--- src/rtl/rom_access_arbiter.sv ---
// Arbitrates the fetch (F) and data-table (D) ports onto one single-port ROM and sequences cs/re.
// Define ROM_ARB_FIXED_PRIO_EN for fixed F-over-D priority; the default build is round-robin.
module rom_access_arbiter #(
    parameter int WIDTH      = 16,
    parameter int ADDR_WIDTH = 8
) (
    input  logic                  i_clk,
    input  logic                  i_rst_n,
    input  logic                  i_f_req,
    input  logic [ADDR_WIDTH-1:0] i_f_addr,
    output logic                  o_f_ack,
    input  logic                  i_d_req,
    input  logic [ADDR_WIDTH-1:0] i_d_addr,
    output logic                  o_d_ack,
    output logic [WIDTH-1:0]      o_rdata,
    output logic                  o_busy,
    output logic [ADDR_WIDTH-1:0] o_rom_addr,
    output logic                  o_rom_cs,
    output logic                  o_rom_re,
    input  logic [WIDTH-1:0]      i_rom_data
);

    typedef enum logic [1:0] {
        S_IDLE,
        S_SETUP,
        S_STROBE,
        S_DONE
    } state_t;

    localparam logic PORT_F = 1'b0;
    localparam logic PORT_D = 1'b1;

    state_t r_state;
    logic   r_served;
`ifndef ROM_ARB_FIXED_PRIO_EN
    logic   r_rr_last;
`endif

    logic                  w_f_elig;
    logic                  w_d_elig;
    logic                  w_grant;
    logic                  w_win;
    logic [ADDR_WIDTH-1:0] w_win_addr;

    // The port just acked still holds req in DONE, so it is masked to avoid a duplicate read.
    assign w_f_elig = i_f_req && !(r_state == S_DONE && r_served == PORT_F);
    assign w_d_elig = i_d_req && !(r_state == S_DONE && r_served == PORT_D);
    assign w_grant  = w_f_elig || w_d_elig;

`ifdef ROM_ARB_FIXED_PRIO_EN
    assign w_win = w_f_elig ? PORT_F : PORT_D;
`else
    assign w_win = (w_f_elig && w_d_elig) ? ~r_rr_last : (w_f_elig ? PORT_F : PORT_D);
`endif

    assign w_win_addr = (w_win == PORT_D) ? i_d_addr : i_f_addr;

    always_ff @(posedge i_clk or negedge i_rst_n) begin
        if (!i_rst_n) begin
            r_state    <= S_IDLE;
            r_served   <= PORT_F;
`ifndef ROM_ARB_FIXED_PRIO_EN
            r_rr_last  <= PORT_D;
`endif
            o_f_ack    <= 1'b0;
            o_d_ack    <= 1'b0;
            o_rdata    <= '0;
            o_busy     <= 1'b0;
            o_rom_addr <= '0;
            o_rom_cs   <= 1'b0;
            o_rom_re   <= 1'b0;
        end else begin
            case (r_state)
                S_IDLE, S_DONE: begin
                    o_f_ack <= 1'b0;
                    o_d_ack <= 1'b0;
                    if (w_grant) begin
                        o_rom_addr <= w_win_addr;
                        o_rom_cs   <= 1'b1;
                        o_busy     <= 1'b1;
                        r_served   <= w_win;
`ifndef ROM_ARB_FIXED_PRIO_EN
                        r_rr_last  <= w_win;
`endif
                        r_state    <= S_SETUP;
                    end else begin
                        o_rom_cs <= 1'b0;
                        o_busy   <= 1'b0;
                        r_state  <= S_IDLE;
                    end
                end
                S_SETUP: begin
                    o_rom_re <= 1'b1;
                    r_state  <= S_STROBE;
                end
                S_STROBE: begin
                    o_rdata  <= i_rom_data;
                    o_rom_re <= 1'b0;
                    if (r_served == PORT_F) begin
                        o_f_ack <= 1'b1;
                    end else begin
                        o_d_ack <= 1'b1;
                    end
                    r_state <= S_DONE;
                end
                default: begin
                    r_state <= S_IDLE;
                end
            endcase
        end
    end

endmodule
--- config.mk ---
export PLATFORM = sky130hd
export DESIGN_NAME = rom_access_arbiter
export DESIGN_NICKNAME = d
export VERILOG_FILES = /design/src/rtl/rom_access_arbiter.sv
export SDC_FILE = /design/constraint.sdc
export NUM_CORES = 1
export LEC_CHECK = 0
export CAP_MARGIN = 25
export CELL_PAD_IN_SITES_DETAIL_PLACEMENT = 0
export CELL_PAD_IN_SITES_GLOBAL_PLACEMENT = 2
export CORE_MARGIN = 1
export CORE_UTILIZATION = 24
export DETAILED_ROUTE_END_ITERATION = 8
export PLACE_DENSITY_LB_ADDON = 0.1
export SLEW_MARGIN = 5
export SYNTH_ARGS = -nofsm -noshare
export SYNTH_HDL_FRONTEND = slang
export SYNTH_SLANG_ARGS = --single-unit
--- constraint.sdc ---
create_clock -name i_clk -period 2.4 [get_ports i_clk]
set_clock_uncertainty 0.2 [all_clocks]
set_input_delay 0.36 -clock i_clk [delete_from_list [all_inputs] [get_ports i_clk]]
set_output_delay 0.36 -clock i_clk [all_outputs]
set_load 0.05 [all_outputs]
After elaboration in Yosys (flattened, before gate mapping)
Index checks and enable logic that the tools add are counted.
{"block": "totals", "elab_cells": 42, "ram_bits": 0, "input_bits": 36, "regBits": 32, "latchBits": 0, "rom_bits": 0, "memories": 0}
{"block": "classes", "order_cmp": 0, "n_reduce_logical": 15, "n_bitwise": 2, "mul": 0, "muxes": 11, "div": 0, "n_shift": 0, "eq_ne": 5, "n_addsub": 0}
{"operator": "two-way mux 8 bit", "count": 1}
{"operator": "two-way mux 1 bit", "count": 6}
{"operator": "one-hot mux 1 bit (2 select lines)", "count": 3}
{"operator": "one-hot mux 2 bit (3 select lines)", "count": 1}
{"operator": "AND reduction 2 bit", "count": 3}
{"operator": "logical AND 1 bit", "count": 5}
{"operator": "equality test 2 bit, second input constant", "count": 2}
{"operator": "inequality test 2 bit, second input constant", "count": 2}
{"operator": "nonzero test 2 bit", "count": 2}
{"operator": "equality test 2 x 1 -> 1 bit, second input constant", "count": 1}
{"operator": "zero test 1 bit", "count": 2}
{"operator": "zero test 2 bit", "count": 1}
{"operator": "inverter 1 bit", "count": 2}
{"operator": "OR reduction 2 bit", "count": 1}
{"operator": "logical OR 1 bit", "count": 1}

Depth between registers and ports, before layout
{"block": "depth", "ltp_word": 7, "ltp_mapped": 7, "ltp_nobuf": 6}

Worst setup path after synthesis
OpenSTA, ideal clock, no wires.
{"block": "synth_path", "kind": "reg-to-reg", "start": "register r_state[1]", "end": "register r_served", "t_arrival_ps": 1373, "stages_incl_launch_ff": 6, "slack_ps": 703, "n_path_buf": 1, "synth_period_minus_slack_ps": 1697, "required_ps": 2075, "cell_sequence": "dfrtp_1 > ha_1 > o21ai_0 > a21oi_1 > buf_4 > mux2_2"}
{"block": "synth_between", "elab_chain_cells": 6, "elab_cells_between_ends": 14}
{"element": "start: declaration", "line_no": "33", "source": "state_t r_state;"}
{"element": "start signal: assignment", "line_no": "60", "source": "r_state <= S_IDLE;"}
{"element": "start signal: assignment", "line_no": "85", "source": "r_state <= S_SETUP;"}
{"element": "start signal: assignment", "line_no": "89", "source": "r_state <= S_IDLE;"}
{"element": "equality test 2 bit", "line_no": "46, 47, 73"}
{"element": "logical AND 1 bit (on tied branches)", "line_no": "46, 47"}
{"element": "zero test 1 bit (on tied branches)", "line_no": "46, 47"}
{"element": "logical AND 1 bit (on tied branches)", "line_no": "46, 47"}
{"element": "two-way mux 1 bit (tied with other cells)", "line_no": "53", "source": "assign w_win = (w_f_elig && w_d_elig) ? ~r_rr_last : (w_f_elig ? PORT_F : PORT_D);"}
{"element": "two-way mux 1 bit or AND reduction 2 bit (tied branches)"}
{"element": "end signal: assignment", "line_no": "81", "source": "r_served <= w_win;"}
{"element": "end: declaration", "line_no": "34", "source": "logic r_served;"}
Several ways; a longest one is shown, not always the timed one.
A chain may end at the register's enable or synchronous reset.

Worst setup path in the final report
{"block": "layout_path", "start": "register o_rom_cs", "end": "output o_rom_cs"}
{"element": "start: declaration", "line_no": "18", "source": "output logic o_rom_cs,"}
{"element": "start signal: assignment", "line_no": "70", "source": "o_rom_cs <= 1'b0;"}
{"element": "start signal: assignment", "line_no": "79", "source": "o_rom_cs <= 1'b1;"}
{"element": "start signal: assignment", "line_no": "87", "source": "o_rom_cs <= 1'b0;"}
No word-level cell between the ends.

==> reports/qor.tcl <==
set qor(status) {complete, no violations}
set qor(die_area_sq_um) 5820
set qor(postSynthNetCount) 138
set qor(vdd_ir_drop_max_mv) 0.749
set qor(hold_path_startpoint) {o_rom_re}
set qor(slew_headroom_pct) 51.9
set qor(port_buffers) 64
set qor(fmax_mhz) 494
set qor(post-dp-hpwl_um) 2160
set qor(post-route-cell-area_sq_um) 2160
set qor(grt_first_pass_wirelength_um) 5030
set qor(cts_buffers) 5
set qor(final_layout_size_suffix_gt1_share_pct) 18.2
set qor(slew_viol_final) 0
set qor(globalplace.congestion) 0.704
set qor(grt_antenna_before_repair) 0
set qor(mappedNetlistArea_sq_um) 1330
set qor(ant_nets) 0
set qor(worstPathBufferInverterCount) 1
set qor(internal-power_mw) 2.00
set qor(drt-wirelength-per-cell_um) 12.3
set qor(min_to) {o_rom_re}
set qor(cp_max_fo) 3
set qor(drt_first_iter_violations) 28
set qor(tritoncts) {done}
set qor(design.core.area_sq_um) 5200
set qor(top_usage_layer) {met2}
set qor(synthesis.instances) 100
set qor(grt_use_total_pct) 11.3
set qor(grt_util_met2_pct) 18.8
set qor(worst-endpoint-required_ns) 1.84
set qor(post_cts_setup_buffer_count) 0
set qor(grt_max_degree) 33
set qor(worst_ep_arrival_time_ns) 1.46
set qor(crit-reg2reg-capture) {o_rom_addr[1]}
set qor(count_of_tritonroute_iterations_in_the_first_routing_pass) 4
set qor(critical_path.startpoint_type) {register}
set qor(io-pin-count) 65
set qor(worstSetupEndpointType) {output port}
set qor(crit_family) {buffers and inverters}
set qor(drt-total-wl_um) 2950
set qor(clock_sinks) 32
set qor(total_leakage_power_nw) 0.920
set qor(drc_errors) 0
set qor(grt.met3_usage_pct) 4.67
set qor(detailed_place.area_sq_um) 2040
set qor(period_share_pct) 84.3
set qor(switching_share_pct) 45.9
set qor(grt_setup_unrepaired) {false}
set qor(r2r.worst_path.cells) 7
set qor(syn_avg_cell_area_sq_um) 13.3
set qor(synth_cell_types) 17
set qor(clk-insertion-delay-late_ns) 0.28
set qor(cpMaxStageDelayCell) {sky130_fd_sc_hd__clkdlybuf4s50_1}
set qor(power.sequential.fraction_pct) 26.5
set qor(power.clock.fraction_pct) 13.6
set qor(clockRootBuffer) {sky130_fd_sc_hd__clkbuf_8}
set qor(grt_pass1_vias) 1057
set qor(critical_path_depth) 1
set qor(timing.max_cap.violations) 0
set qor(comb_power_share_pct) 59.9
set qor(antenna-diode-count) 0
set qor(startpoint) {o_rom_cs}
set qor(grt-ovfl-total) 0
set qor(nets) 207
set qor(r2r_slack_ns) 0.44
set qor(power_switching_mw) 1.69
set qor(worstHoldPathType) {register to register}
set qor(vias) 1001
set qor(timing_worst_slew_pin_value_ns) 0.721
set qor(final_period_demand_of_the_worst_path_ns) 2.02
set qor(grt.met1_usage_pct) 12.7
set qor(pwr_density_cell_nw_per_um2) 1710
set qor(chipHeight_um) 76.3
set qor(criticalPathCategory) {register to output port}
set qor(yosys-top-cells-area) {sky130_fd_sc_hd__dfrtp_1 (59%), sky130_fd_sc_hd__mux2_2 (15%), sky130_fd_sc_hd__mux2i_1 (6.8%)}
set qor(netlist.top_cell.by_area) {sky130_fd_sc_hd__dfrtp_1}
set qor(finalHoldViolCount) 0
set qor(areaGrowthSynthToFinish_pct) 63.1
set qor(fill_cells) 506
set qor(clkTransAtPathRegs_ns) 0.07
set qor(worstReg2RegStart) {r_state[0]}
set qor(placement_rows) 26
set qor(start_util_pct) 25.5
set qor(synthDominantCellAreaShare_pct) 58.5
set qor(setup_viol) 0
set qor(cts-root-to-sink-buffers) 2
set qor(timing.critical_path.cells) {clkdlybuf4s50_1}
set qor(hold_path_depth) 2
set qor(postSynthRegisterBits) 32
set qor(die_width_um) 76.3
set qor(synth_sequential_area_ratio_pct) 60.5
set qor(finalSetupTns_ns) 0
set qor(drt-vias-per-instance) 4.17
set qor(cts_max_level) 2
set qor(synth.yosys.warnings) 0
set qor(slowest_delay_ns) 0.81
## synthesized netlist by cell type
master	n
sky130_fd_sc_hd__mux2i_1	9
sky130_fd_sc_hd__a21oi_1	12
sky130_fd_sc_hd__nor2_1	10
sky130_fd_sc_hd__nand2_1	1
sky130_fd_sc_hd__a21o_1	2
sky130_fd_sc_hd__dfstp_2	1
sky130_fd_sc_hd__buf_2	2
sky130_fd_sc_hd__buf_4	2
sky130_fd_sc_hd__o311ai_2	1
sky130_fd_sc_hd__clkbuf_1	1
sky130_fd_sc_hd__inv_1	4
sky130_fd_sc_hd__dfrtp_1	31
sky130_fd_sc_hd__or2b_1	1
sky130_fd_sc_hd__ha_1	2
sky130_fd_sc_hd__o21ai_0	2
sky130_fd_sc_hd__mux2_2	18
sky130_fd_sc_hd__buf_6	1
## cells in the final DEF (no fill, tap or decap), types with 2 or more instances in the layout
cell / count
sky130_fd_sc_hd__a21o_1: 2
sky130_fd_sc_hd__mux2_2: 18
sky130_fd_sc_hd__ha_1: 2
sky130_fd_sc_hd__a21oi_1: 12
sky130_fd_sc_hd__inv_1: 4
sky130_fd_sc_hd__clkbuf_8: 5
sky130_fd_sc_hd__buf_4: 2
sky130_fd_sc_hd__clkdlybuf4s50_1: 63
sky130_fd_sc_hd__o21ai_0: 2
sky130_fd_sc_hd__nor2_1: 10
sky130_fd_sc_hd__dfrtp_1: 31
sky130_fd_sc_hd__mux2i_1: 9
## worst max path at each step
stage and endpoint:
2_1_floorplan r_served, 3_3_place_gp o_rom_addr[4], 3_5_place_dp o_rom_addr[3], 4_1_cts o_busy
5_1_grt o_rom_addr[5], 6_report o_rom_cs
## power by group through the flow
stage	Sequential [mW]	Clock [mW]	Combinational, mW
after detailed placement	0.988	0	2.24
after global placement	0.976	0	2.21
after CTS	0.983	0.522	2.25
after global routing	1.02	0.548	2.34
after floorplan	1.80	0	0.699
final	0.976	0.501	2.21
## metrics by stage
| stage | hold WS [ns] | setup WS (ns) | total power [mW] | cells | utilization [%] |
|---|---|---|---|---|---|
| 4_1_cts | 0.308 | 0.364 | 3.75 | 240 | 41.5 |
| 3_5_place_dp | 0.267 | 0.241 | 3.23 | 231 | 39.3 |
| 2_1_floorplan | -0.136 | 0.703 | 2.50 | 100 | - |
| 3_3_place_gp | 0.257 | 0.315 | 3.18 | 231 | 39.3 |
| 6_report | 0.292 | 0.378 | 3.69 | 240 | 41.5 |
| 5_1_grt | 0.334 | 0.229 | 3.91 | 240 | 41.5 |
## state kept, by name, summed over array words and instances (netlist names)
signal	cells
o_rom_re	1
o_rdata	16
r_state	2
o_rom_addr	8
o_f_ack	1
o_d_ack	1
o_rom_cs	1
r_served	1
r_rr_last	1
## repair_timing
item | 4_1_cts | 5_1_grt
endpoints found under the hold margin | 31 | 0
resized for setup | 0 | 0
hold buffers | 1 | 0
setup endpoints to repair | 0 | 0
## kinds of logic (layout without fill, tap and decap cells)
kind of cell / count (synthesis) / after routing / synth area share, %
AND/OR/NAND/NOR: 12 / 12 / 3.68
AO/OA/AOI/OAI: 17 / 17 / 7.65
flip-flops: 32 / 32 / 60.5
multiplexers: 27 / 27 / 22.1
adder cells (fa/ha/maj): 2 / 2 / 1.89
buffers and inverters: 10 / 80 / 4.15
## area by class of cell
cell class | count | area (sq um) | area share [%]
multi-input cells | 58 | 468 | 21.7
repair buffers | 68 | 681 | 31.5
clock inverters | 2 | 35.0 | 1.62
well taps | 70 | 87.6 | 4.05
flip-flops and latches | 32 | 802 | 37.1
inverters | 4 | 15.0 | 0.695
clock buffers | 6 | 72.6 | 3.36
## worst min-delay path, stage by stage, from the launching register on
cell	delay (ns)
sky130_fd_sc_hd__dfrtp_1	0.34
sky130_fd_sc_hd__nand2_1	0.05
sky130_fd_sc_hd__o21ai_0	0.06
## metal layers
layer	wire [um]	part of all wire [%]
met3	192	6.5
met2	1510	51
met1	1200	41
met5	0	0
met4	48	1.6
Note: power is estimated with default switching activity, not from simulation.
